--- src/rtl/gps_lcode_serializer.sv ---
// gps_lcode_serializer: buffers 128-bit L-code words in a small FIFO and emits them as a
// rate-limited serial chip stream with valid/ready handshake and sticky overrun flag.
module gps_lcode_serializer #(
    parameter int WORD_W    = 128,
    parameter int DEPTH     = 2,
    parameter int CHIP_DIV  = 4,
    parameter bit MSB_FIRST = 1'b1
) (
    input  logic                       sys_clk_50,
    input  logic                       sync_rst_in,
    input  logic [WORD_W-1:0]          l_code,
    input  logic                       l_code_valid,
    input  logic                       flush,
    input  logic                       chip_ready,
    output logic                       chip_out,
    output logic                       chip_valid,
    output logic                       word_first,
    output logic                       word_last,
    output logic [$clog2(DEPTH+1)-1:0] fill_level,
    output logic                       overflow,
    output logic [15:0]                words_sent
);
    localparam int CW = $clog2(DEPTH + 1);
    localparam int AW = DEPTH > 1 ? $clog2(DEPTH) : 1;
    localparam int BW = WORD_W > 1 ? $clog2(WORD_W) : 1;
    localparam int DW = CHIP_DIV > 1 ? $clog2(CHIP_DIV) : 1;

    typedef enum logic [1:0] {IDLE, LOAD, SHIFT} state_t;

    state_t            state, state_nx;
    logic              valid_q;
    logic [WORD_W-1:0] mem [DEPTH];
    logic [AW-1:0]     rd_ptr, wr_ptr;
    logic [CW-1:0]     count;
    logic [WORD_W-1:0] shreg;
    logic [BW-1:0]     bit_idx;
    logic [DW-1:0]     div_cnt;
    logic              push_req, push, pop, xfer, last;

    assign fill_level = count;

    always_comb begin
        push_req   = l_code_valid && !valid_q;
        pop        = state == LOAD;
        push       = push_req && !flush && (count < CW'(DEPTH) || pop);
        chip_valid = state == SHIFT && div_cnt == '0;
        xfer       = chip_valid && chip_ready;
        last       = bit_idx == BW'(WORD_W - 1);
        word_first = chip_valid && bit_idx == '0;
        word_last  = chip_valid && last;
        chip_out   = MSB_FIRST ? shreg[WORD_W-1] : shreg[0];
        state_nx   = flush ? IDLE :
                     state == IDLE ? (count != '0 ? LOAD : IDLE) :
                     state == LOAD ? SHIFT :
                     (xfer && last) ? (count != '0 ? LOAD : IDLE) : SHIFT;
    end

    always_ff @(posedge sys_clk_50)
        if (push) mem[wr_ptr] <= l_code;

    always_ff @(posedge sys_clk_50 or posedge sync_rst_in) begin
        if (sync_rst_in) begin
            state      <= IDLE;
            valid_q    <= 1'b0;
            rd_ptr     <= '0;
            wr_ptr     <= '0;
            count      <= '0;
            overflow   <= 1'b0;
            shreg      <= '0;
            bit_idx    <= '0;
            div_cnt    <= '0;
            words_sent <= '0;
        end else begin
            state   <= state_nx;
            valid_q <= l_code_valid;
            if (flush) begin
                rd_ptr   <= '0;
                wr_ptr   <= '0;
                count    <= '0;
                overflow <= 1'b0;
                shreg    <= '0;
                bit_idx  <= '0;
                div_cnt  <= '0;
            end else begin
                if (push_req && !push) overflow <= 1'b1;
                if (push) wr_ptr <= wr_ptr == AW'(DEPTH - 1) ? '0 : wr_ptr + 1'b1;
                if (pop) rd_ptr <= rd_ptr == AW'(DEPTH - 1) ? '0 : rd_ptr + 1'b1;
                if (push && !pop) count <= count + 1'b1;
                else if (pop && !push) count <= count - 1'b1;
                // a pop always coincides with LOAD, so it owns the shifter on that edge
                if (pop) begin
                    shreg   <= mem[rd_ptr];
                    bit_idx <= '0;
                    div_cnt <= '0;
                end else if (xfer) begin
                    shreg   <= MSB_FIRST ? {shreg[WORD_W-2:0], 1'b0} : {1'b0, shreg[WORD_W-1:1]};
                    bit_idx <= last ? '0 : bit_idx + 1'b1;
                    div_cnt <= DW'(CHIP_DIV - 1);
                    if (last) words_sent <= words_sent + 16'd1;
                end else if (div_cnt != '0) begin
                    div_cnt <= div_cnt - 1'b1;
                end
            end
        end
    end
endmodule

--- config.mk ---
export PLATFORM = sky130hd
export DESIGN_NAME = gps_lcode_serializer
export DESIGN_NICKNAME = d
export VERILOG_FILES = /design/src/rtl/gps_lcode_serializer.sv
export SDC_FILE = /design/constraint.sdc
export NUM_CORES = 1
export LEC_CHECK = 0
export BUFFER_PORTS_ARGS = -buffer_cell sky130_fd_sc_hd__buf_4
export CAP_MARGIN = 10
export CORE_MARGIN = 1
export CORE_UTILIZATION = 60
export CTS_CLUSTER_DIAMETER = 50
export DETAILED_ROUTE_END_ITERATION = 12
export GPL_TIMING_DRIVEN = 0
export PLACE_DENSITY = 0.79
export SLEW_MARGIN = 20
export SYNTH_ARGS = -nofsm -noshare
export SYNTH_HDL_FRONTEND = slang
export SYNTH_SLANG_ARGS = --single-unit
--- constraint.sdc ---
create_clock -name sys_clk_50 -period 19.1 [get_ports sys_clk_50]
set_input_delay 0.955 -clock sys_clk_50 [delete_from_list [all_inputs] [get_ports sys_clk_50]]
set_output_delay 0.955 -clock sys_clk_50 [all_outputs]
set_load 0.03 [all_outputs]
Yosys cells after proc, flatten, opt, wreduce, memory -nomap -nowiden --
Memories as Yosys holds them, arrays and structs flattened. Index checks and enable logic that the tools add are counted.
Cells by class: $add $sub $neg 7, magnitude comparators 1, shifts and indexed selects 0, reduce and logical (&&, ||, !) cells 28, mux-type cells 29, div/mod/pow operators 0, $mul 0, equality and inequality tests 3, bitwise logic cells 2
Operators by type and width (number):
- 128-bit two-way mux | 3
- 7-bit two-way mux | 4
- 2-bit two-way mux | 11
- 16-bit by 1-bit adder with 16-bit output (second input constant) | 1
- 1-bit logical AND | 11
- 1-bit two-way mux | 11
- 2-bit nonzero test | 5
- 7-bit by 1-bit adder with 7-bit output (second input constant) | 1
- 7-bit == test (second input constant) | 1
- 7-bit logical NOT | 1
- 3-bit nonzero test | 2
- 1-bit logical NOT | 4
- 2-bit logical NOT | 2
- 4-bit AND reduction | 1
- 4-bit nonzero test | 1
- 2-bit by 1-bit subtractor with 2-bit output (second input constant) | 2
- 1-bit adder (second input constant) | 2
- 2-bit by 1-bit adder with 2-bit output (second input constant) | 1
- 2-bit by 1-bit == test with 1-bit output (second input constant) | 1
- 2-bit == test (second input constant) | 1
- 2-bit < comparator (second input constant) | 1
- 1-bit inverter | 2
- 1-bit logical OR | 1
Word-level totals: latch bits 0, flip-flop bits (word level) 161, logic and storage cells 81, bits in writable memories 256, memories 1, output and inout bits 23, memory bits (read-only) 0, input bits 133
Memory list:
- mem | depth 2, bits a word 128, read ports 1, clocked after memory_dff 0, write ports 1, RTL line 32 | logic [WORD_W-1:0] mem [DEPTH];

Longest topological paths before layout --
depth after elaboration 9, mapped depth 8

Worst setup path before layout --
No wires, ideal clock.
path type input-to-reg, start input flush, end memory mem[0][0], enable pin, setup slack 7619 ps, required time 18302 ps, stages 3, data arrival time 10683 ps, path buffers 2, cell sequence clkbuf_1 -> clkbuf_1 -> nor3b_1
Between the ends: cells in the longest elaborated chain, start to end 5
RTL lines:
- start, declared | RTL line 13 | input logic flush,
- 1-bit logical NOT | RTL line 45 | push = push_req && !flush && (count < CW'(DEPTH) || pop);
- 1-bit logical AND (2 in a row) | RTL line 45
- 1-bit two-way mux | RTL line 59 | if (push) mem[wr_ptr] <= l_code;
- 1-bit two-way mux (not written as such) | RTL line 59
- end, declared | RTL line 32
No other way between the ends.

Final worst setup path --
start register div_cnt[0], end output word_first
Between the ends: cells in the longest elaborated chain, start to end 3
RTL lines:
- start, declared | RTL line 37 | logic [DW-1:0] div_cnt;
- start signal, assigned | RTL line 98 | div_cnt <= DW'(CHIP_DIV - 1);
- start signal, assigned | RTL line 101 | div_cnt <= div_cnt - 1'b1;
- 2-bit logical NOT | RTL line 46 | chip_valid = state == SHIFT && div_cnt == '0;
- 1-bit logical AND | RTL line 46
- 1-bit logical AND | RTL line 49 | word_first = chip_valid && bit_idx == '0;
- end, declared | RTL line 17 | output logic word_first,
No other way between the ends.

==> results by group <==
Status
  – Status: finished, final reports clean

Routing
  – Vias: 11,190
  – Routed wire length: 36,380 µm
  – Pre-antenna DRT Iters: 5
  – Remaining antenna violation count: 0
  – DRT iter0 DRCs: 1,055
  – WL per Instance: 19.08 µm
  – Residual DRC: 0
  – DR vias/cell: around 6

Finish
  – Fraction of layout cells with a size suffix above 1: 18.50%
  – Final net count: 1,634
  – Non-Filler Instances: 1,907
  – Area grow syn2layout: 19.34%
  – Fill cells: 1,806

Yosys
  – Syn_area_per_cell: 13.16 µm²
  – Synth area leaders: edfxtp_1 (46%), dfrtp_1 (24%), a311oi_1 (6.6%)
  – Distinct cells, synth: 44
  – Mapped Cells: 1,279
  – Netlist Area Pre-Place: 16,830 µm²
  – Mapped Nets: 1,416
  – YS warnings: 0
  – Largest area contributor in the netlist: edfxtp_1
  – Top-count cell post-synth: nand2_1
  – Post-synth top area share: between 40 and 50%
  – EDFF count, synth: 256
  – Ys async rst share: around two fifths
  – Yosys reg bits: between 400 and 500
  – Seq/Total Area, Yosys: 69.61%
  – Synth Flop Type: edfxtp_1
  – Synth top cells by count: nand2_1 (264), edfxtp_1 (256), dfrtp_1 (161), a211oi_1 (129), nor2b_1 (128)

STA
  – Final WS setup: 15.92 ns
  – Slew HR: 42.97%
  – RSZ-0062 raised after global routing: no
  – Hold_ws: 0.4662 ns
  – Final min period: 3.177 ns
  – Final Hold Viols: 0
  – Final Max Tran Viols: 0
  – Worst-Margin Slew: ~0.85 ns
  – Max frequency: 0.3147 GHz
  – Setup-failing EPs final: 0
  – Setup Total Neg Slack: 0 ns
  – Crit share post-route: 16.64%
  – Final Skew: between 0.01 and 0.015 ns

Placed design
  – Placed Cells incl. Taps: 1,825
  – Port bufs: 155
  – Detail Placement HPWL: 23,410 µm
  – Post-Place Worst Slack: roughly 15 ns
  – Final Wtd Congestion: 0.7930

Floorplanning
  – Initial Util: about three fifths
  – Die height: 169.5 µm
  – Die Footprint: 28,730 µm²
  – Die width: 169.5 µm
  – Rows: 60
  – Core area: 27,250 µm²
  – Top Ports: 156

CTS
  – CTS sink cnt: approximately 420
  – # hold bufs at CTS: 0
  – Clock Tree Root: clkbuf_16
  – Clock Path Buffers: 3
  – H-Tree Depth: 2
  – Post_cts resized: 0
  – Num CTS Buffers: 42
  – Worst-path clk slew: around 0.060 ns
  – Clk_lat worst skew: 0.53 ns
  – Setup Buffers After CTS: 0
  – TritonCTS clock tree: done

Pwr
  – Leak: approximately 0.0073 µW
  – VDD IR max: 80.78 µV
  – Power density over cell area: 108.9 nW/µm²
  – Tot Pwr: approximately 2200 µW

Job
  – Max-Cap Viols: 0

Min path
  – HP Class: input port to async pin

GRT
  – Largest net degree at the start of global routing: 96
  – First-pass GRT wire length: 57,770 µm
  – Total track usage: 25.95%
  – Initial antenna violation count: 5
  – Gr ovfl total: 0
  – Number of global-route vias before repair: 11,170

Setup path
  – Worst-path fanout max: 6
  – Startpoint types: flip-flop
  – CP Data Arrival Time: 2.22 ns
  – CP Class: flip-flop to primary output
  – Worst EP required: 18.15 ns
  – CP Capture Type: primary output
==> through the flow <==
step	instance area, µm²	utilization [%]
2_1_floorplan	16830	-
3_3_place_gp	18460	67.74
3_5_place_dp	18700	68.61
4_1_cts	20070	73.66
5_1_grt	20080	73.68
6_report	20090	73.71
==> final timing paths <==
path | startpoint | endpoint | slack [ns] | cells after the start
setup reg to reg | state[1]$_DFF_PP0_ | mem[0][45]$_DFFE_PP_ | 15.92 | 8
hold reg to reg | words_sent[15]$_DFFE_PP0P_ | words_sent[15]$_DFFE_PP0P_ | 0.48 | 1
min in group sys_clk_50 | words_sent[15]$_DFFE_PP0P_ | words_sent[15]$_DFFE_PP0P_ | 0.48 | 1
setup / recovery | div_cnt[0]$_DFFE_PP0P_ | word_first | 15.92 | 6
hold / removal | sync_rst_in | shreg[48]$_DFFE_PP0P_ | 0.47 | 2
max in group asynchronous | sync_rst_in | shreg[104]$_DFFE_PP0P_ | 17.77 | 3
==> where the power goes <==
group / internal (µW) / switching, µW
clock: 482 / 329
sequential: 1030 / 37.2
combinational: 110 / 197
total: 1620 / 562
==> cell families (layout without fill, tap and decap cells) <==
logic type                 count (synthesis)  count (layout)  share of synthesized area, %
and+or+nand+nor                          451             451                         13.02
DFF                                      417             417                         69.61
AOI/OAI and AO/OA                        271             271                         12.86
buffers and inverters                    112             363                         2.936
xor gates and xnor gates                  21              21                         1.093
adders and majority gates                  4               4                        0.2974
muxes                                      3               3                        0.1858
other                                      0               5                             0
==> worst max-delay path, cell delays in order (launching register included) <==
cell     delay, ns
dfrtp_1       0.39
inv_1         0.06
ha_1          0.30
nand2_1       0.08
or2_2         0.31
nor4b_1       0.33
buf_4         0.22
==> routing by layer <==
| metal | vias up | routed length [µm] | part of all wire, % | global-route usage (%) |
|---|---|---|---|---|
| li1 | 5215 | - | - | - |
| met1 | 5580 | 15680 | 43 | 35.77 |
| met2 | 334 | 17660 | 49 | 42.15 |
| met3 | 62 | 2097 | 5.8 | 4.827 |
| met4 | 0 | 945 | 2.6 | 8.421 |
| met5 | - | 0 | 0 | 0 |
==> layout make-up <==
class / instances / area [µm²] / area share [%]
diodes: 5 / 12.51 / 0.06229
plain buffers: 105 / 467.9 / 2.330
clock buffers: 59 / 1209 / 6.017
clock inverters: 18 / 168.9 / 0.8409
inverters: 7 / 33.78 / 0.1682
multi-input cells: 750 / 4629 / 23.05
flip-flops and latches: 417 / 11720 / 58.33
well taps: 372 / 465.4 / 2.317
repair buffers: 174 / 1384 / 6.889
==> state kept, by name, indices dropped and copies added (netlist names), 2 cells and up <==
name / flops
fill_level: 2
div_cnt: 2
bit_idx: 7
mem: 256
state: 2
words_sent: 16
shreg: 128
==> cell usage in the layout (no fill, tap or decap), types with 3 or more instances in the layout <==
cell type  netlist  routed
nand2_1        264     264
edfxtp_1       256     256
buf_4            5     172
dfrtp_1        161     161
a211oi_1       129     129
nor2b_1        128     128
a311oi_1       127     127
clkbuf_1        55      66
clkbuf_16        0      45
buf_2           35      35
xnor2_1         17      17
nor2_1          15      15
nand3_1         10      10
a21oi_1          9       9
buf_1            8       8
clkinv_1         0       8
nand4_1          6       6
inv_1            7       6
diode_2          0       5
nand2b_1         4       4
nor3_1           4       4
xor2_1           4       4
ha_1             4       4
buf_12           0       4
buf_6            1       3
a31oi_1          3       3
clkinv_4         0       3
clkbuf_8         0       3
clkinv_2         0       3
bufinv_16        0       3
No activity file was read; power rests on OpenSTA's default activity.
